==> src/rtl/byte_striping_nlane.sv <==
// Purpose : round-robin word striper, one input word per clk_2f cycle spread over NUM_LANES lanes.
// Latency : 1 cycle from accepted valid_in/data_in to lane_valid/lane_data/group_done.
// Backpres: none; every valid word is accepted, there is no ready path back to the source.
//
// Ports:
//   clk_2f       word clock, all state on rising edge
//   reset        synchronous, active-high
//   valid_in     qualifies data_in
//   data_in      DATA_WIDTH input word
//   lane_valid   one-hot pulse, bit k = lane k written this cycle
//   lane_data    lane k at [k*DATA_WIDTH +: DATA_WIDTH], holds when not written
//   group_done   pulses together with the write to lane NUM_LANES-1
//   group_abort  pulses when a partial group is dropped by realignment on idle
//   lane_parity  (only with BYTE_STRIPING_PARITY_EN) XOR-reduce of each lane word
//
// Optional feature macro: BYTE_STRIPING_PARITY_EN adds the lane_parity output.

module byte_striping_nlane #(
    parameter int DATA_WIDTH    = 32,
    parameter int NUM_LANES     = 4,
    parameter int PTR_W         = 2,
    parameter int ALIGN_ON_IDLE = 1
) (
    input  logic                            clk_2f,
    input  logic                            reset,
    input  logic                            valid_in,
    input  logic [DATA_WIDTH-1:0]           data_in,
    output logic [NUM_LANES-1:0]            lane_valid,
    output logic [NUM_LANES*DATA_WIDTH-1:0] lane_data,
`ifdef BYTE_STRIPING_PARITY_EN
    output logic [NUM_LANES-1:0]            lane_parity,
`endif
    output logic                            group_done,
    output logic                            group_abort
);

    localparam logic [0:0] S_IDLE   = 1'b0;
    localparam logic [0:0] S_STRIPE = 1'b1;

    // Index of the last lane; the pointer wraps explicitly on this value so
    // non-power-of-two lane counts never rely on pointer overflow.
    localparam logic [PTR_W-1:0] LAST_LANE = PTR_W'(NUM_LANES - 1);

    logic [0:0]                      state_q, state_d;
    logic [PTR_W-1:0]                ptr_q, ptr_d;
    logic [NUM_LANES-1:0]            lane_valid_q, lane_valid_d;
    logic [NUM_LANES*DATA_WIDTH-1:0] lane_data_q, lane_data_d;
    logic                            done_q, done_d;
    logic                            abort_q, abort_d;
`ifdef BYTE_STRIPING_PARITY_EN
    logic [NUM_LANES-1:0]            parity_q, parity_d;
`endif

    always_comb begin
        state_d      = state_q;
        ptr_d        = ptr_q;
        lane_valid_d = '0;
        lane_data_d  = lane_data_q;
        done_d       = 1'b0;
        abort_d      = 1'b0;
`ifdef BYTE_STRIPING_PARITY_EN
        parity_d     = parity_q;
`endif

        if (valid_in) begin
            // Accepting a word is identical from IDLE and STRIPE.
            state_d = S_STRIPE;
            for (int k = 0; k < NUM_LANES; k++) begin
                if (ptr_q == PTR_W'(k)) begin
                    lane_valid_d[k]                          = 1'b1;
                    lane_data_d[k*DATA_WIDTH +: DATA_WIDTH]  = data_in;
`ifdef BYTE_STRIPING_PARITY_EN
                    parity_d[k]                              = ^data_in;
`endif
                end
            end
            done_d = (ptr_q == LAST_LANE);
            ptr_d  = (ptr_q == LAST_LANE) ? '0 : ptr_q + PTR_W'(1);
        end else if (state_q == S_STRIPE) begin
            // First idle cycle after a burst: optionally realign to lane 0 and
            // flag that the lanes already written form an incomplete group.
            state_d = S_IDLE;
            if (ALIGN_ON_IDLE != 0) begin
                ptr_d   = '0;
                abort_d = (ptr_q != '0);
            end
        end
    end

    always_ff @(posedge clk_2f) begin
        if (reset) begin
            state_q      <= S_IDLE;
            ptr_q        <= '0;
            lane_valid_q <= '0;
            lane_data_q  <= '0;
            done_q       <= 1'b0;
            abort_q      <= 1'b0;
`ifdef BYTE_STRIPING_PARITY_EN
            parity_q     <= '0;
`endif
        end else begin
            state_q      <= state_d;
            ptr_q        <= ptr_d;
            lane_valid_q <= lane_valid_d;
            lane_data_q  <= lane_data_d;
            done_q       <= done_d;
            abort_q      <= abort_d;
`ifdef BYTE_STRIPING_PARITY_EN
            parity_q     <= parity_d;
`endif
        end
    end

    assign lane_valid  = lane_valid_q;
    assign lane_data   = lane_data_q;
    assign group_done  = done_q;
    assign group_abort = abort_q;
`ifdef BYTE_STRIPING_PARITY_EN
    assign lane_parity = parity_q;
`endif

endmodule

==> config.mk <==
export PLATFORM = sky130hd
export DESIGN_NAME = byte_striping_nlane
export DESIGN_NICKNAME = d
export VERILOG_FILES = /design/src/rtl/byte_striping_nlane.sv
export SDC_FILE = /design/constraint.sdc
export NUM_CORES = 1
export LEC_CHECK = 0
export BUFFER_PORTS_ARGS = -buffer_cell sky130_fd_sc_hd__clkbuf_2
export CORE_UTILIZATION = 55
export DETAILED_ROUTE_END_ITERATION = 8
export GPL_TIMING_DRIVEN = 0
export PLACE_DENSITY = 0.95
export SETUP_SLACK_MARGIN = 0.3
export SYNTH_ARGS = -nofsm -noshare
export SYNTH_HDL_FRONTEND = slang
export SYNTH_SLANG_ARGS = --single-unit
==> constraint.sdc <==
create_clock -name clk_2f -period 2.8 [get_ports clk_2f]
set_input_delay 0.42 -clock clk_2f [delete_from_list [all_inputs] [get_ports clk_2f]]
set_output_delay 0.42 -clock clk_2f [all_outputs]
set_load 0.01 [all_outputs]
# Word-level counts from Yosys, hierarchy flattened
# Index checks and enable logic that the tools add are counted.
[word_totals]
ff_bits = 137
in_bits = 35
output_inout_bits = 134
elab_cells = 32
[op_classes]
n_addsub = 1
eq_ne = 3
mux = 8
bitwise = 2
reduce_logical = 9
[ops]
columns = ["operator", "count"]
rows = [
  ["$reduce_and A2 Y1", 4],
  ["$mux W2", 3],
  ["$mux W1", 5],
  ["$eq A2 B2 Y1 const B", 2],
  ["$reduce_bool A2 Y1", 2],
  ["$reduce_or A3 Y1", 1],
  ["$add A2 B1 Y2 const B", 1],
  ["$eq A2 B1 Y1 const B", 1],
  ["$logic_not A2 Y1", 1],
  ["$not A1 Y1", 2],
  ["$reduce_or A2 Y1", 1],
]

# Longest topological paths before layout
[logic_depth]
word_depth = 3
depth_mapped = 6
depth_no_buf = 4

# Worst setup path before layout
# OpenSTA, ideal clock, no wires.
[synth_timing]
kind = "register to register"
start = "reg ptr_q[0]"
end = "reg lane_data_q[0] (netlist: lane_data[0])"
setup_ns = 0.126
t_arrival_ns = 1.143
path_slack_ns = 1.531
path_stages_with_launch = 6
path_buffers = 1
period_less_slack_ns = 1.269
path_cell_list = "dfxtp_1 > inv_1 > ha_1 > and2_1 > buf_2 > mux2i_1"
[synth_between]
elab_chain_cells = 2
[synth_lines]
columns = ["element", "line_no", "text"]
rows = [
  ["start, declared", "45", "logic [PTR_W-1:0] ptr_q, ptr_d;"],
  ["start signal, assigned", "103", "ptr_q <= ptr_d;"],
  ["$logic_not A2 Y1", "69", "if (ptr_q == PTR_W'(k)) begin"],
  ["$reduce_and A2 Y1 (no line)", "-", ""],
  ["end signal, assigned", "105", "lane_data_q <= lane_data_d;"],
  ["end, declared", "47", "logic [NUM_LANES*DATA_WIDTH-1:0] lane_data_q, lane_data_d;"],
]
# No other way between the ends.
# A chain may end at the register's enable or synchronous reset.

# Worst setup path after layout
[layout_timing]
start = "reg ptr_q[1]"
end = "reg lane_data_q[53] (netlist: lane_data[53])"
[layout_between]
elab_chain_cells = 2
[layout_lines]
columns = ["element", "line_no"]
rows = [
  ["$eq A2 B1 Y1", "69"],
  ["$reduce_and A2 Y1 (no line)", "-"],
]
# No other way between the ends.

==> results.json <==
{
  "fin_crit_ns": 1.582,
  "grt_pass1_wl_mm": 21.35,
  "synth_warnings": 0,
  "ctsLongestPathBuffers": 2,
  "cts_max_level": 4,
  "fmax_mhz": 632.1,
  "rr_worst_depth": 6,
  "cts_root_buffer": "clkbuf_8",
  "maxCapViolCount": 0,
  "slew_headroom_pct": 67.63,
  "drt_wl_total_mm": 13.87,
  "cts_tree": "done",
  "grt_max_degree": 17,
  "path_clk_slew_ns": 0.06,
  "end_kind": "flip-flop",
  "numCtsBuffers": 17,
  "skew_ns": 0.007099,
  "track_usage_pct": 27.64,
  "seqCellArea_mm2": 0.002723,
  "power_density_mw_per_mm2": 695.5,
  "numClockSinks": 136,
  "worstSkewPairLatency_ns": 0.51,
  "antenna_found_initial": 0,
  "start_util_pct": 57.51,
  "holdPathStages": 3,
  "hold_path.class": "in2reg",
  "stdcell_count": 806,
  "gp_congestion": 0.8215,
  "core_mm2": 0.009328,
  "syn-num-nets": 519,
  "cts_resized": 0,
  "hold_viol": 0,
  "die_h_um": 100.8,
  "io_buffers": 167,
  "p_clk_share_pct": 49.0,
  "rsz0062_at_grt": "false",
  "fin_nets": 705,
  "dp_cells": 776,
  "fillers": 642,
  "postCtsSetupBuffers": 0,
  "die_x_um": 100.8,
  "yosys_register_bits": 136,
  "fin_ws_ns": 1.218,
  "syn2layout_area_growth_pct": 30.28,
  "worst_r2r_endpoint": "lane_data[53]$_SDFFE_PP0P_",
  "netlist_instances": 480,
  "critical_path_class": "reg2reg",
  "rows": 35,
  "ir_worst_vdd_v": 0.0004317,
  "insertedDiodeCount": 0,
  "finalSetupViolCount": 0,
  "worstHoldEndpoint": "lane_data[85]$_SDFFE_PP0P_",
  "postCtsHoldBufs": 0,
  "syn_area_per_cell_um2": 11.17,
  "leakagePower_uw": 0.003575,
  "sw_frac_of_total_pct": 22.71,
  "design.die.area_mm2": 0.01015,
  "ys_seq_area_share_pct": 50.76,
  "ys_types": 19,
  "dp_hpwl_mm": 9.745,
  "p_sw_uw": 1104,
  "internal_power_uw": 3756,
  "vias": 4108,
  "fin_crit_sh_pct": 56.50,
  "worstHoldStart": "data_in[21]",
  "drt_iter0_markers": 96,
  "route.detailed.drc": 0,
  "r2r_slack_ns": 1.22,
  "drt_pre_antenna_iters": 4,
  "combPwrFrac_pct": 8.8,
  "overflow": 0,
  "drive_gt1_share_pct": 32.35,
  "multiInputGateArea_mm2": 0.002441,
  "finalPower_uw": 4860,
  "status": "completed",
  "boundaryPins": 169,
  "grt_pass1_vias": 4282,
  "worstMarginPinSlew_ns": 0.4856,
  "fin_tns_setup_ns": 0,
  "routed_via_density": 5.097,
  "drv_slew": 0,
  "r2r_start": "ptr_q[1]$_SDFFE_PP0P_",
  "netlist_area_mm2": 0.005364,
  "crit_path_start_kind": "flip-flop",
  "postRouteAntennaNets": 0,
  "cp_data_required_time_ns": 3.23,
  "post_drt_wl_per_cell_um": 17.21,
  "path_max_fanout": 10,
  "place_ws_ns": 1.250,
  "seqPwrFrac_pct": 42.3,
  "cp.arrival_ns": 2.01
}
-- power by group through the flow --
stage	registers [uW]	clock network, uW	logic [uW]
after floorplan	2120	0	226
after global placement	2090	0	407
after detailed placement	2090	0	423
after CTS	2050	2390	428
after global routing	2060	2480	456
final	2050	2380	425
-- state kept, by name, summed over array words and instances, names as in the netlist --
| name | cells |
|---|---|
| state_q | 1 |
| lane_valid | 4 |
| lane_data | 128 |
| group_abort | 1 |
| ptr_q | 2 |
-- cell type report --
cell class	count	share of cell area (%)
buffer	34	2.757
clock buffer	18	6.124
clock inverter	12	2.847
inverter	2	0.1074
multi-input combinational	308	34.93
sequential	136	38.96
tap	129	2.310
timing repair buffer	167	11.96
-- critical path: stages (launching register included) --
cell      delay, ns
dfxtp_1        0.33
inv_1          0.11
ha_1           0.18
and2_1         0.13
clkbuf_1       0.23
buf_4          0.29
mux2i_1        0.23
-- cells in the mapped netlist (all sizes together) --
cell type / n / area, um^2
inv: 2 / 7.510
nand3b: 1 / 7.510
buf: 18 / 132.6
or4b: 1 / 13.76
nor2: 4 / 15.01
nand2b: 160 / 1001
and2: 2 / 12.51
nor4b: 1 / 8.760
o41ai: 2 / 25.03
ha: 4 / 50.05
mux2i: 128 / 1281
nand2: 4 / 20.02
clkbuf: 16 / 60.06
dfxtp: 136 / 2723
nor2b: 1 / 6.260
-- per-layer routing --
| metal | track usage, % | up-vias | part of all wire, % |
|---|---|---|---|
| met5 | 0 | - | 0 |
| met2 | 50.68 | 137 | 53 |
| met4 | 8.919 | 0 | 1.5 |
| met3 | 7.698 | 19 | 5.8 |
| met1 | 30.78 | 2003 | 40 |
| li1 | - | 1949 | - |
-- stage by stage --
step | utilization, % | hold WS (ns) | cell area (um^2)
2_1_floorplan | - | 0.4511 | 5364
3_3_place_gp | 68.20 | 0.4579 | 6361
3_5_place_dp | 68.20 | 0.4637 | 6361
4_1_cts | 74.92 | 0.2336 | 6988
5_1_grt | 74.92 | 0.2516 | 6988
6_report | 74.92 | 0.2488 | 6988
-- logic make-up (layout without fill, tap and decap cells) --
family / after synthesis / count (layout) / synth area share [%]
AND/OR/NAND/NOR: 174 / 174 / 20.22
adder cells (fa/ha/maj): 4 / 4 / 0.9331
multiplexers: 128 / 128 / 23.89
AO/OA/AOI/OAI: 2 / 2 / 0.4666
flip-flops: 136 / 136 / 50.76
buffers and inverters: 36 / 233 / 3.732
-- cells in the final DEF, fill, tap and decap left out, drive strengths merged --
| master | n |
|---|---|
| o41ai | 2 |
| nand2b | 160 |
| dfxtp | 136 |
| or4b | 1 |
| nand2 | 4 |
| mux2i | 128 |
| nand3b | 1 |
| inv | 4 |
| nor2 | 4 |
| bufinv | 5 |
| nor4b | 1 |
| clkinv | 4 |
| nor2b | 1 |
| clkinvlp | 1 |
| and2 | 2 |
| ha | 4 |
| buf | 18 |
| clkbuf | 201 |
-- how the worst max path moves through the flow --
stage / cells past startpoint / startpoint / slack [ns] / end
finish: 6 / ptr_q[1]$_SDFFE_PP0P_ / 1.22 / lane_data[53]$_SDFFE_PP0P_
global route: 6 / ptr_q[1]$_SDFFE_PP0P_ / 1.11 / lane_data[45]$_SDFFE_PP0P_
CTS: 6 / ptr_q[1]$_SDFFE_PP0P_ / 1.21 / lane_data[45]$_SDFFE_PP0P_
detailed placement: 5 / reset / 1.25 / lane_data[81]$_SDFFE_PP0P_
global placement: 5 / reset / 1.32 / lane_data[109]$_SDFFE_PP0P_
floorplan: 5 / ptr_q[0]$_SDFFE_PP0P_ / 1.53 / lane_data[0]$_SDFFE_PP0P_
No activity file was read; power rests on OpenSTA's default activity.
